===== src/rtl/wb_arbiter2_if.sv =====
// Wishbone point-to-point link used on every side of the arbiter.
// The master modport belongs to whoever initiates cycles; the slave modport answers them.
interface wb_arbiter2_if #(
  parameter int AW = 26,
  parameter int DW = 32
);
  logic [AW-1:0] adr;
  logic [DW-1:0] dat_w;
  logic [DW-1:0] dat_r;
  logic          we;
  logic          stb;
  logic          cyc;
  logic          tagn;
  logic          ack;
  logic          err;

  modport master (output adr, dat_w, we, stb, cyc, tagn, input dat_r, ack);
  modport slave  (input adr, dat_w, we, stb, cyc, tagn, output dat_r, ack, err);
endinterface


===== src/rtl/wb_arbiter2.sv =====
// Two-master round-robin Wishbone arbiter in front of one slave, with a stalled-strobe
// watchdog that aborts the owner's cycle and flags it with a one-cycle err pulse.
module wb_arbiter2 #(
  parameter int AW      = 26,
  parameter int DW      = 32,
  parameter int TIMEOUT = 16
) (
  input  logic                clk_i,
  input  logic                rst_i,
  wb_arbiter2_if.slave        m0,
  wb_arbiter2_if.slave        m1,
  wb_arbiter2_if.master       s,
  output logic [1:0]          gnt_o
);

  localparam logic [1:0] IDLE  = 2'd0;
  localparam logic [1:0] GNT0  = 2'd1;
  localparam logic [1:0] GNT1  = 2'd2;
  localparam logic [1:0] ABORT = 2'd3;
  localparam logic [7:0] WDOG_MAX = 8'(TIMEOUT - 1);

  logic [1:0] r_state;
  logic [1:0] w_next;
  logic       r_last;
  logic       r_owner;
  logic [7:0] r_wdog;
  logic       w_own0;
  logic       w_own1;
  logic       w_stall;
  logic       w_timeout;

  assign w_own0    = (r_state == GNT0);
  assign w_own1    = (r_state == GNT1);
  assign w_stall   = (w_own0 | w_own1) & s.stb & ~s.ack;
  // An ack on the final count rescues the transfer; only a still-stalled strobe aborts.
  assign w_timeout = w_stall & (r_wdog == WDOG_MAX);

  always_comb begin
    w_next = r_state;
    case (r_state)
      IDLE: begin
        if (m0.cyc && m1.cyc) w_next = r_last ? GNT0 : GNT1;
        else if (m0.cyc)      w_next = GNT0;
        else if (m1.cyc)      w_next = GNT1;
      end
      GNT0: begin
        if (w_timeout)    w_next = ABORT;
        else if (!m0.cyc) w_next = m1.cyc ? GNT1 : IDLE;
      end
      GNT1: begin
        if (w_timeout)    w_next = ABORT;
        else if (!m1.cyc) w_next = m0.cyc ? GNT0 : IDLE;
      end
      ABORT: begin
        if (!(r_owner ? m1.cyc : m0.cyc)) w_next = IDLE;
      end
      default: w_next = IDLE;
    endcase
  end

  always_ff @(posedge clk_i or posedge rst_i) begin
    if (rst_i) begin
      r_state <= IDLE;
      r_last  <= 1'b1;
      r_owner <= 1'b0;
      r_wdog  <= 8'd0;
    end else begin
      r_state <= w_next;
      if (w_next != r_state) begin
        r_wdog <= 8'd0;
        if (w_next == GNT0) begin
          r_last  <= 1'b0;
          r_owner <= 1'b0;
        end else if (w_next == GNT1) begin
          r_last  <= 1'b1;
          r_owner <= 1'b1;
        end
      end else if (w_stall) begin
        r_wdog <= r_wdog + 8'd1;
      end else begin
        r_wdog <= 8'd0;
      end
    end
  end

  // Idle and abort park the slave bus at all-zero rather than leaving it floating.
  always_comb begin
    s.adr   = '0;
    s.dat_w = '0;
    s.we    = 1'b0;
    s.stb   = 1'b0;
    s.cyc   = 1'b0;
    s.tagn  = 1'b0;
    if (w_own0) begin
      s.adr   = m0.adr;
      s.dat_w = m0.dat_w;
      s.we    = m0.we;
      s.stb   = m0.stb;
      s.cyc   = m0.cyc;
      s.tagn  = m0.tagn;
    end else if (w_own1) begin
      s.adr   = m1.adr;
      s.dat_w = m1.dat_w;
      s.we    = m1.we;
      s.stb   = m1.stb;
      s.cyc   = m1.cyc;
      s.tagn  = m1.tagn;
    end
  end

  assign m0.dat_r = s.dat_r;
  assign m1.dat_r = s.dat_r;
  assign m0.ack   = w_own0 & s.ack;
  assign m1.ack   = w_own1 & s.ack;
  assign m0.err   = w_own0 & w_timeout;
  assign m1.err   = w_own1 & w_timeout;
  assign gnt_o    = {w_own1, w_own0};

endmodule


===== src/flat_wrapper.sv =====
// flat-port wrapper written by rule: the top's interface ports become plain ports
module wb_arbiter2_flat 
#(
  parameter int AW      = 26,
  parameter int DW      = 32,
  parameter int TIMEOUT = 16
)
  (clk_i, rst_i, gnt_o, m0_adr, m0_dat_w, m0_we, m0_stb, m0_cyc, m0_tagn, m0_dat_r, m0_ack, m0_err, m1_adr, m1_dat_w, m1_we, m1_stb, m1_cyc, m1_tagn, m1_dat_r, m1_ack, m1_err, s_adr, s_dat_w, s_we, s_stb, s_cyc, s_tagn, s_dat_r, s_ack);
  wb_arbiter2_if #(.AW(AW), .DW(DW)) m0_i ();
  wb_arbiter2_if #(.AW(AW), .DW(DW)) m1_i ();
  wb_arbiter2_if #(.AW(AW), .DW(DW)) s_i ();
  input  logic clk_i;
  input  logic rst_i;
  output logic [1:0] gnt_o;
  input wire logic [$bits(m0_i.adr)-1:0] m0_adr;
  input wire logic [$bits(m0_i.dat_w)-1:0] m0_dat_w;
  input wire logic [$bits(m0_i.we)-1:0] m0_we;
  input wire logic [$bits(m0_i.stb)-1:0] m0_stb;
  input wire logic [$bits(m0_i.cyc)-1:0] m0_cyc;
  input wire logic [$bits(m0_i.tagn)-1:0] m0_tagn;
  output wire logic [$bits(m0_i.dat_r)-1:0] m0_dat_r;
  output wire logic [$bits(m0_i.ack)-1:0] m0_ack;
  output wire logic [$bits(m0_i.err)-1:0] m0_err;
  input wire logic [$bits(m1_i.adr)-1:0] m1_adr;
  input wire logic [$bits(m1_i.dat_w)-1:0] m1_dat_w;
  input wire logic [$bits(m1_i.we)-1:0] m1_we;
  input wire logic [$bits(m1_i.stb)-1:0] m1_stb;
  input wire logic [$bits(m1_i.cyc)-1:0] m1_cyc;
  input wire logic [$bits(m1_i.tagn)-1:0] m1_tagn;
  output wire logic [$bits(m1_i.dat_r)-1:0] m1_dat_r;
  output wire logic [$bits(m1_i.ack)-1:0] m1_ack;
  output wire logic [$bits(m1_i.err)-1:0] m1_err;
  output wire logic [$bits(s_i.adr)-1:0] s_adr;
  output wire logic [$bits(s_i.dat_w)-1:0] s_dat_w;
  output wire logic [$bits(s_i.we)-1:0] s_we;
  output wire logic [$bits(s_i.stb)-1:0] s_stb;
  output wire logic [$bits(s_i.cyc)-1:0] s_cyc;
  output wire logic [$bits(s_i.tagn)-1:0] s_tagn;
  input wire logic [$bits(s_i.dat_r)-1:0] s_dat_r;
  input wire logic [$bits(s_i.ack)-1:0] s_ack;
  assign m0_i.adr = m0_adr;
  assign m0_i.dat_w = m0_dat_w;
  assign m0_i.we = m0_we;
  assign m0_i.stb = m0_stb;
  assign m0_i.cyc = m0_cyc;
  assign m0_i.tagn = m0_tagn;
  assign m0_dat_r = m0_i.dat_r;
  assign m0_ack = m0_i.ack;
  assign m0_err = m0_i.err;
  assign m1_i.adr = m1_adr;
  assign m1_i.dat_w = m1_dat_w;
  assign m1_i.we = m1_we;
  assign m1_i.stb = m1_stb;
  assign m1_i.cyc = m1_cyc;
  assign m1_i.tagn = m1_tagn;
  assign m1_dat_r = m1_i.dat_r;
  assign m1_ack = m1_i.ack;
  assign m1_err = m1_i.err;
  assign s_adr = s_i.adr;
  assign s_dat_w = s_i.dat_w;
  assign s_we = s_i.we;
  assign s_stb = s_i.stb;
  assign s_cyc = s_i.cyc;
  assign s_tagn = s_i.tagn;
  assign s_i.dat_r = s_dat_r;
  assign s_i.ack = s_ack;
  wb_arbiter2 #(.AW(AW), .DW(DW), .TIMEOUT(TIMEOUT)) u_core (.clk_i(clk_i), .rst_i(rst_i), .m0(m0_i), .m1(m1_i), .s(s_i), .gnt_o(gnt_o));
endmodule

===== config.mk =====
export PLATFORM = sky130hd
export DESIGN_NAME = wb_arbiter2_flat
export DESIGN_NICKNAME = d
export VERILOG_FILES = /design/src/rtl/wb_arbiter2_if.sv /design/src/rtl/wb_arbiter2.sv /design/src/flat_wrapper.sv
export SDC_FILE = /design/constraint.sdc
export NUM_CORES = 1
export LEC_CHECK = 0
export BUFFER_PORTS_ARGS = -buffer_cell sky130_fd_sc_hd__buf_4
export CAP_MARGIN = 20
export CORE_AREA = 4 4 111 113
export CTS_BUF_LIST = sky130_fd_sc_hd__clkbuf_16
export DETAILED_ROUTE_END_ITERATION = 6
export DIE_AREA = 0 0 115 117
export HOLD_SLACK_MARGIN = 0.12
export PLACE_DENSITY_LB_ADDON = 0.1
export SETUP_SLACK_MARGIN = 0.5
export SLEW_MARGIN = 20
export SYNTH_ARGS = -nofsm -noshare
export SYNTH_HDL_FRONTEND = slang
export SYNTH_SLANG_ARGS = --single-unit

===== constraint.sdc =====
create_clock -name clk_i -period 8.56 [get_ports clk_i]
set_clock_uncertainty 0.1 [all_clocks]
set_input_delay 0.428 -clock clk_i [delete_from_list [all_inputs] [get_ports clk_i]]
set_output_delay 0.428 -clock clk_i [all_outputs]
set_load 0.005 [all_outputs]

Yosys cells after proc, flatten, opt, wreduce, memory -nomap -nowiden
Index checks and enable logic that the tools add are counted.

RAM bits: 0. Bits in latches: 0. Memories kept: 0. Register bits: 12. Output and inout port bits: 132. Bits of input ports: 159. Word-level logic and storage cells: 54. Bits in read-only memories: 0.

$lt $le $gt $ge: 0. $mul: 0. Bitwise operators: 9. Shifts and indexed selects: 0. $add $sub $neg: 1. Reduce and logical (&&, ||, !) cells: 4. Divide/modulo/power cells: 0. Mux-type cells: 29. Eq/ne operators: 7.

Operators with widths (number): 32-bit 2-to-1 mux (2); 26-bit 2-to-1 mux (2); 2-bit 2-to-1 mux (10); 8-bit 2-to-1 mux (2); 1-bit 2-to-1 mux (12); 8-bit by 1-bit adder with 8-bit output, second input constant (1); 8-bit by 4-bit equality test with 1-bit output, second input constant (1); 2-bit case mux with 4 select lines (1); 1-bit AND (7); 2-bit equality test, second input constant (3); 2-bit by 1-bit equality test with 1-bit output, second input constant (2); 2-bit zero test (1); 2-bit inequality test (1); 2-bit AND reduction (1); 2-bit nonzero test (1); 1-bit logical AND (1); 1-bit inverter (1); 1-bit bitwise OR (1).

Logic depth before layout (Yosys ltp)
Word-level depth: 11. Gate-level depth with buffers: 9. Gate-level depth less buffers: 9.

Worst setup path before layout
Ideal clock, no wire load.

Path type: register -> register. Start: reg u_core.r_state[1]. End: reg u_core.r_last. Period minus slack after synthesis: 2716 ps. Stages on the path, launching flop included: 10. Path slack: 5844 ps. Data required time: 8385 ps. Data arrival time: 2541 ps. Library setup time: 75 ps. Cell sequence: dfrtp_1 -> inv_1 -> ha_1 -> nand3b_1 -> a2111oi_4 -> nor2_2 -> a32oi_1 -> ha_1 -> a311oi_4 -> mux2i_1.

Elaborated cells on any way between the ends: 25. Those cells by class: eq/ne: 6; mux: 12; bitwise: 4; reduce/logical: 3.

RTL lines: start, declared (line wb_arbiter2.sv:22) `logic [1:0] r_state;`; start signal, assigned (line wb_arbiter2.sv:68) `r_state <= w_next;`; 2-bit by 1-bit equality test with 1-bit output (*) (line wb_arbiter2.sv:32) `assign w_own0 = (r_state == GNT0);`; via u_core.w_own0 (line wb_arbiter2.sv:27) `logic w_own0;`; 1-bit bitwise OR or 1-bit 2-to-1 mux (tied branches) (line wb_arbiter2.sv:34, wb_arbiter2.sv:94); 1-bit AND (2 in series) (line wb_arbiter2.sv:34) `assign w_stall = (w_own0 | w_own1) & s.stb & ~s.ack;`; 1-bit AND (line wb_arbiter2.sv:36) `assign w_timeout = w_stall & (r_wdog == WDOG_MAX);`; 2-bit 2-to-1 mux (on tied branches) (line wb_arbiter2.sv:51, wb_arbiter2.sv:47); 2-bit case mux with 4 select lines (*) (line wb_arbiter2.sv:40) `case (r_state)`; via u_core.w_next[0] (line wb_arbiter2.sv:23) `logic [1:0] w_next;`; 2-bit equality test or 2-bit by 1-bit equality test with 1-bit output (tied branches) (line wb_arbiter2.sv:74, wb_arbiter2.sv:71); 2-bit nonzero test (no source line); 2-bit AND reduction (no source line); end signal, assigned (line wb_arbiter2.sv:64) `r_last <= 1'b1;`; end signal, assigned (line wb_arbiter2.sv:72) `r_last <= 1'b0;`; end signal, assigned (line wb_arbiter2.sv:75) `r_last <= 1'b1;`; end, declared (line wb_arbiter2.sv:24) `logic r_last;`.

Mark *: on every way through the listed nets, which the timed path passes. The rest lies on a longest branch. A chain may end at the register's enable or synchronous reset.

Worst setup path after layout
Start: reg u_core.r_state[1]. End: reg u_core.r_owner.

Cells in the longest elaborated chain, start to end: 11. Elaborated cells on any way between the ends: 25. Those cells by class: eq/ne: 6; mux: 12; bitwise: 4; reduce/logical: 3.

RTL lines: 2-bit equality test (line wb_arbiter2.sv:33, wb_arbiter2.sv:40); 1-bit 2-to-1 mux (line wb_arbiter2.sv:101) `end else if (w_own1) begin`; 1-bit 2-to-1 mux (line wb_arbiter2.sv:94) `if (w_own0) begin`; 1-bit AND (2 in series) (line wb_arbiter2.sv:34); 1-bit AND (line wb_arbiter2.sv:36); 2-bit 2-to-1 mux (on tied branches) (line wb_arbiter2.sv:51, wb_arbiter2.sv:47); 2-bit case mux with 4 select lines (*) (line wb_arbiter2.sv:40); via u_core.w_next[0] (line wb_arbiter2.sv:23); 2-bit equality test or 2-bit by 1-bit equality test with 1-bit output (tied branches) (line wb_arbiter2.sv:74, wb_arbiter2.sv:71); 2-bit nonzero test (no source line); 2-bit AND reduction (no source line); end signal, assigned (line wb_arbiter2.sv:65) `r_owner <= 1'b0;`; end signal, assigned (line wb_arbiter2.sv:73) `r_owner <= 1'b0;`; end signal, assigned (line wb_arbiter2.sv:76) `r_owner <= 1'b1;`; end, declared (line wb_arbiter2.sv:25) `logic r_owner;`.

Marked as above.

==> results by group <==
CTS
  – CTS clk-pin slew, worst paths: roughly 40 ps
  – Inserted Clock Buffers: 3
  – Clock sinks: 12
  – Post-CTS Resized: 0
  – CTS Buffer Depth: 2
  – CTS HTree Levels: 1
  – Hold-fix buffer count after cts: 0
  – CTS tree: done
  – Clk root buf: clkbuf_16
  – # Post-CTS Setup Buffers: 0
  – Clock latency on the worst-skew pair: between 200 and 250 ps

Outcome
  – Status: finished clean

Synthesis
  – Post-synthesis cell area: approximately 2000 um2
  – Yosys warnings: 0
  – Syn Inst Count: between 200 and 250
  – Post-synth ARST share: between 90% and 100%
  – Avg Cell Area, Syn: between 8 and 9 um2
  – Synth area leader: a22o_1
  – Post-synth EDFFs: 0
  – Register bit total from synthesis: 12
  – Register area share after synthesis: 14.8%
  – Synth top area share: 25.8%
  – Ranking of synthesized cells by area: a22o_1 (26%), buf_4 (25%), dfrtp_1 (14%)
  – Most common flop cell mapped by yosys: dfrtp_1
  – Syn nets: 407
  – Most common cell in the netlist: buf_4
  – Netlist cell types: 45
  – Commonest cells in the netlist: buf_4 (67), a22o_1 (60), clkbuf_1 (14)

Route
  – Total number of vias: approximately 2200
  – Routed wl met2: 5.52 mm
  – Via-per-instance ratio: approximately 4.4
  – Uppermost layer routed: met4
  – Met1 WL: 3.30 mm
  – Met3 WL post-DR: ~890 um
  – Post-route ant nets: 0
  – Avg WL per Cell: between 15 and 20 um
  – DRT iter0 DRCs: roughly 150
  – Drt pass-1 iters: 4
  – Post-Route WL: between 9 and 10 mm
  – DR DRC count: 0

Floorplanning
  – DIE AREA: ~13000 um2
  – Initial core utilization: a little under a fifth
  – Die Y: around 120 um
  – Std cell rows: 39
  – Chip Width: 115 um
  – CORE AREA: between 10000 and 15000 um2
  – I/O pins: 291

Power and ir drop
  – Clock share of power: 9.8%
  – Switching power: 375 uW
  – P_leak: ~0.0016 uW
  – Total power draw: a little under 900 uW
  – Sw frac: a little over two fifths
  – Comb power frac: between 80 and 90%
  – P_int: roughly 510 uW
  – Pwr Density: 275 nW/um2
  – Sequential power share: under 10%
  – VDD IR max: roughly 0.12 mV

Timing
  – Fin. Hold Viols: 0
  – Minimum clock period: around 3500 ps
  – Max Freq: around 280 MHz
  – Worst-margin pin slew: around 740 ps
  – Max-slew violation count: 0
  – Slew margin rel.: between 50% and 60%
  – Part of the cycle the worst path needs: just over 40%
  – Setup TNS: 0 ps
  – RSZ-0062 raised after global routing: false
  – Endpoints failing setup: 0

Global routing
  – Vias in the first global route: approximately 2300
  – Initial antenna violation count: 0
  – Gr usage total: between 10% and 20%
  – First-pass GRT wire length: between 10 and 15 mm
  – Grt total ovfl: 0
  – Largest net degree at the start of global routing: between 70 and 80

Final layout
  – Antenna cells: 0
  – Share of layout cells above drive strength 1: around three fifths
  – Area grow syn2layout: 57.4%
  – Fillcell total: between 1000 and 1500
  – Non-Filler Instances: 501
  – Final net count: 524

Critical path
  – CP Data Required Time: 8620 ps
  – Reg-to-reg startpoint: u_core.r_state[1]
  – Crit Path Category: flip-flop to flip-flop
  – Reg2reg setup slack: 5040 ps
  – Reg2reg path depth: 10
  – Critical-path maximum fanout: between 70 and 80
  – Worst EP arrival: 3580 ps
  – CP startpoint: u_core.r_state[1]
  – CP endpoint kind: flip-flop
  – Startpoint types: flip-flop
  – CP endpoint: u_core.r_owner
  – End of the worst register-to-register path: u_core.r_owner

Hold path
  – Hold WC Path Type: input port to async pin

Placement
  – Placed Instances: around 500
  – DP HPWL: about 8.4 mm
  – IO Port Bufs: approximately 190
  – RePlAce Congestion: between 0.8 and 0.9

Run
  – Max Cap Viol: 0
## logic make-up after synthesis
kind of cell	synth area share [%]
AOI/OAI and AO/OA	35.3
xor gates and xnor gates	2.58
adders and majority gates	3.68
buffers and inverters	29.2
DFF	14.8
muxes	0.982
and+or+nand+nor	13.4
## flip-flops by register name, summed over array words and instances, names as in the netlist
name / count
u_core.r_owner: 1
u_core.r_last: 1
u_core.r_wdog: 8
u_core.r_state: 2
## cells in the final DEF (no fill, tap or decap), drive strengths merged
cell type / count
inv: 7
a22o: 60
nand2b: 2
o21ai: 4
o2111a: 1
clkbuf: 3
ha: 6
nand3b: 1
a21boi: 1
xnor2: 4
nor4bb: 3
dfrtp: 11
and2: 6
nand2: 7
a21oi: 2
a32oi: 1
nor3: 7
a311oi: 3
nor2: 6
clkinv: 1
dfstp: 1
a31oi: 1
mux2i: 2
o32ai: 1
or2b: 1
nand4: 1
and3: 2
nor3b: 1
o32a: 1
a2111oi: 1
or4: 1
o211ai: 1
xor2: 2
a22oi: 1
nor2b: 2
nand3: 4
and2b: 1
a221oi: 1
or2: 1
buf: 196
## per-layer routing
layer / track usage (%) / vias to the layer above
met5: 0 / -
met4: 4.38 / 0
met3: 4.16 / 22
met2: 23.9 / 116
met1: 14.7 / 1023
li1: - / 1066
## per-stage QoR
step / hold slack [ps] / utilization [%] / area (um2) / worst slack (ps)
3_3_place_gp: 366 / 27.6 / 3130 / 5110
5_1_grt: 161 / 28.3 / 3210 / 4690
2_1_floorplan: 192 / - / 2040 / 5840
6_report: 117 / 28.3 / 3210 / 5040
4_1_cts: 132 / 28.3 / 3210 / 5000
3_5_place_dp: 367 / 27.6 / 3130 / 4990
## how the worst min path moves through the flow
stage | slack (ps) | cells after the start | to | start
3_3_place_gp | 370 | 1 | u_core.r_wdog[0] | u_core.r_wdog[0]
4_1_cts | 130 | 2 | u_core.r_wdog[5] | rst_i
2_1_floorplan | 190 | 1 | u_core.r_owner | rst_i
3_5_place_dp | 370 | 1 | u_core.r_wdog[0] | u_core.r_wdog[0]
5_1_grt | 160 | 2 | u_core.r_wdog[4] | rst_i
6_report | 120 | 2 | u_core.r_wdog[5] | rst_i
## final cells by class
| cell class | instances | area [um2] | share of cell area, % |
|---|---|---|---|
| well taps | 143 | 179 | 5.58 |
| flip-flops and latches | 12 | 302 | 9.40 |
| inverters | 7 | 26.3 | 0.819 |
| multi-input cells | 139 | 1150 | 35.9 |
| clock inverters | 1 | 3.75 | 0.117 |
| repair buffers | 196 | 1470 | 45.9 |
| clock buffers | 3 | 75.1 | 2.34 |
## critical path, stage by stage, from the launching register on
cell and delay [ps]:
dfrtp_1 470, inv_1 170, ha_2 200, buf_4 590
nand2_1 230, a2111oi_4 480, nor2_2 140, a32oi_1 280
ha_1 300, a311oi_4 260, mux2i_1 220
## power groups by stage
stage	Combinational (uW)	Sequential [uW]	Clock, uW
floorplan	406	79.4	0
global placement	731	84.6	0
detailed placement	724	84.5	0
CTS	726	84.0	89.3
global route	780	87.4	93.0
finish	711	84.3	86.1
Note: power is estimated with default switching activity, not from simulation.
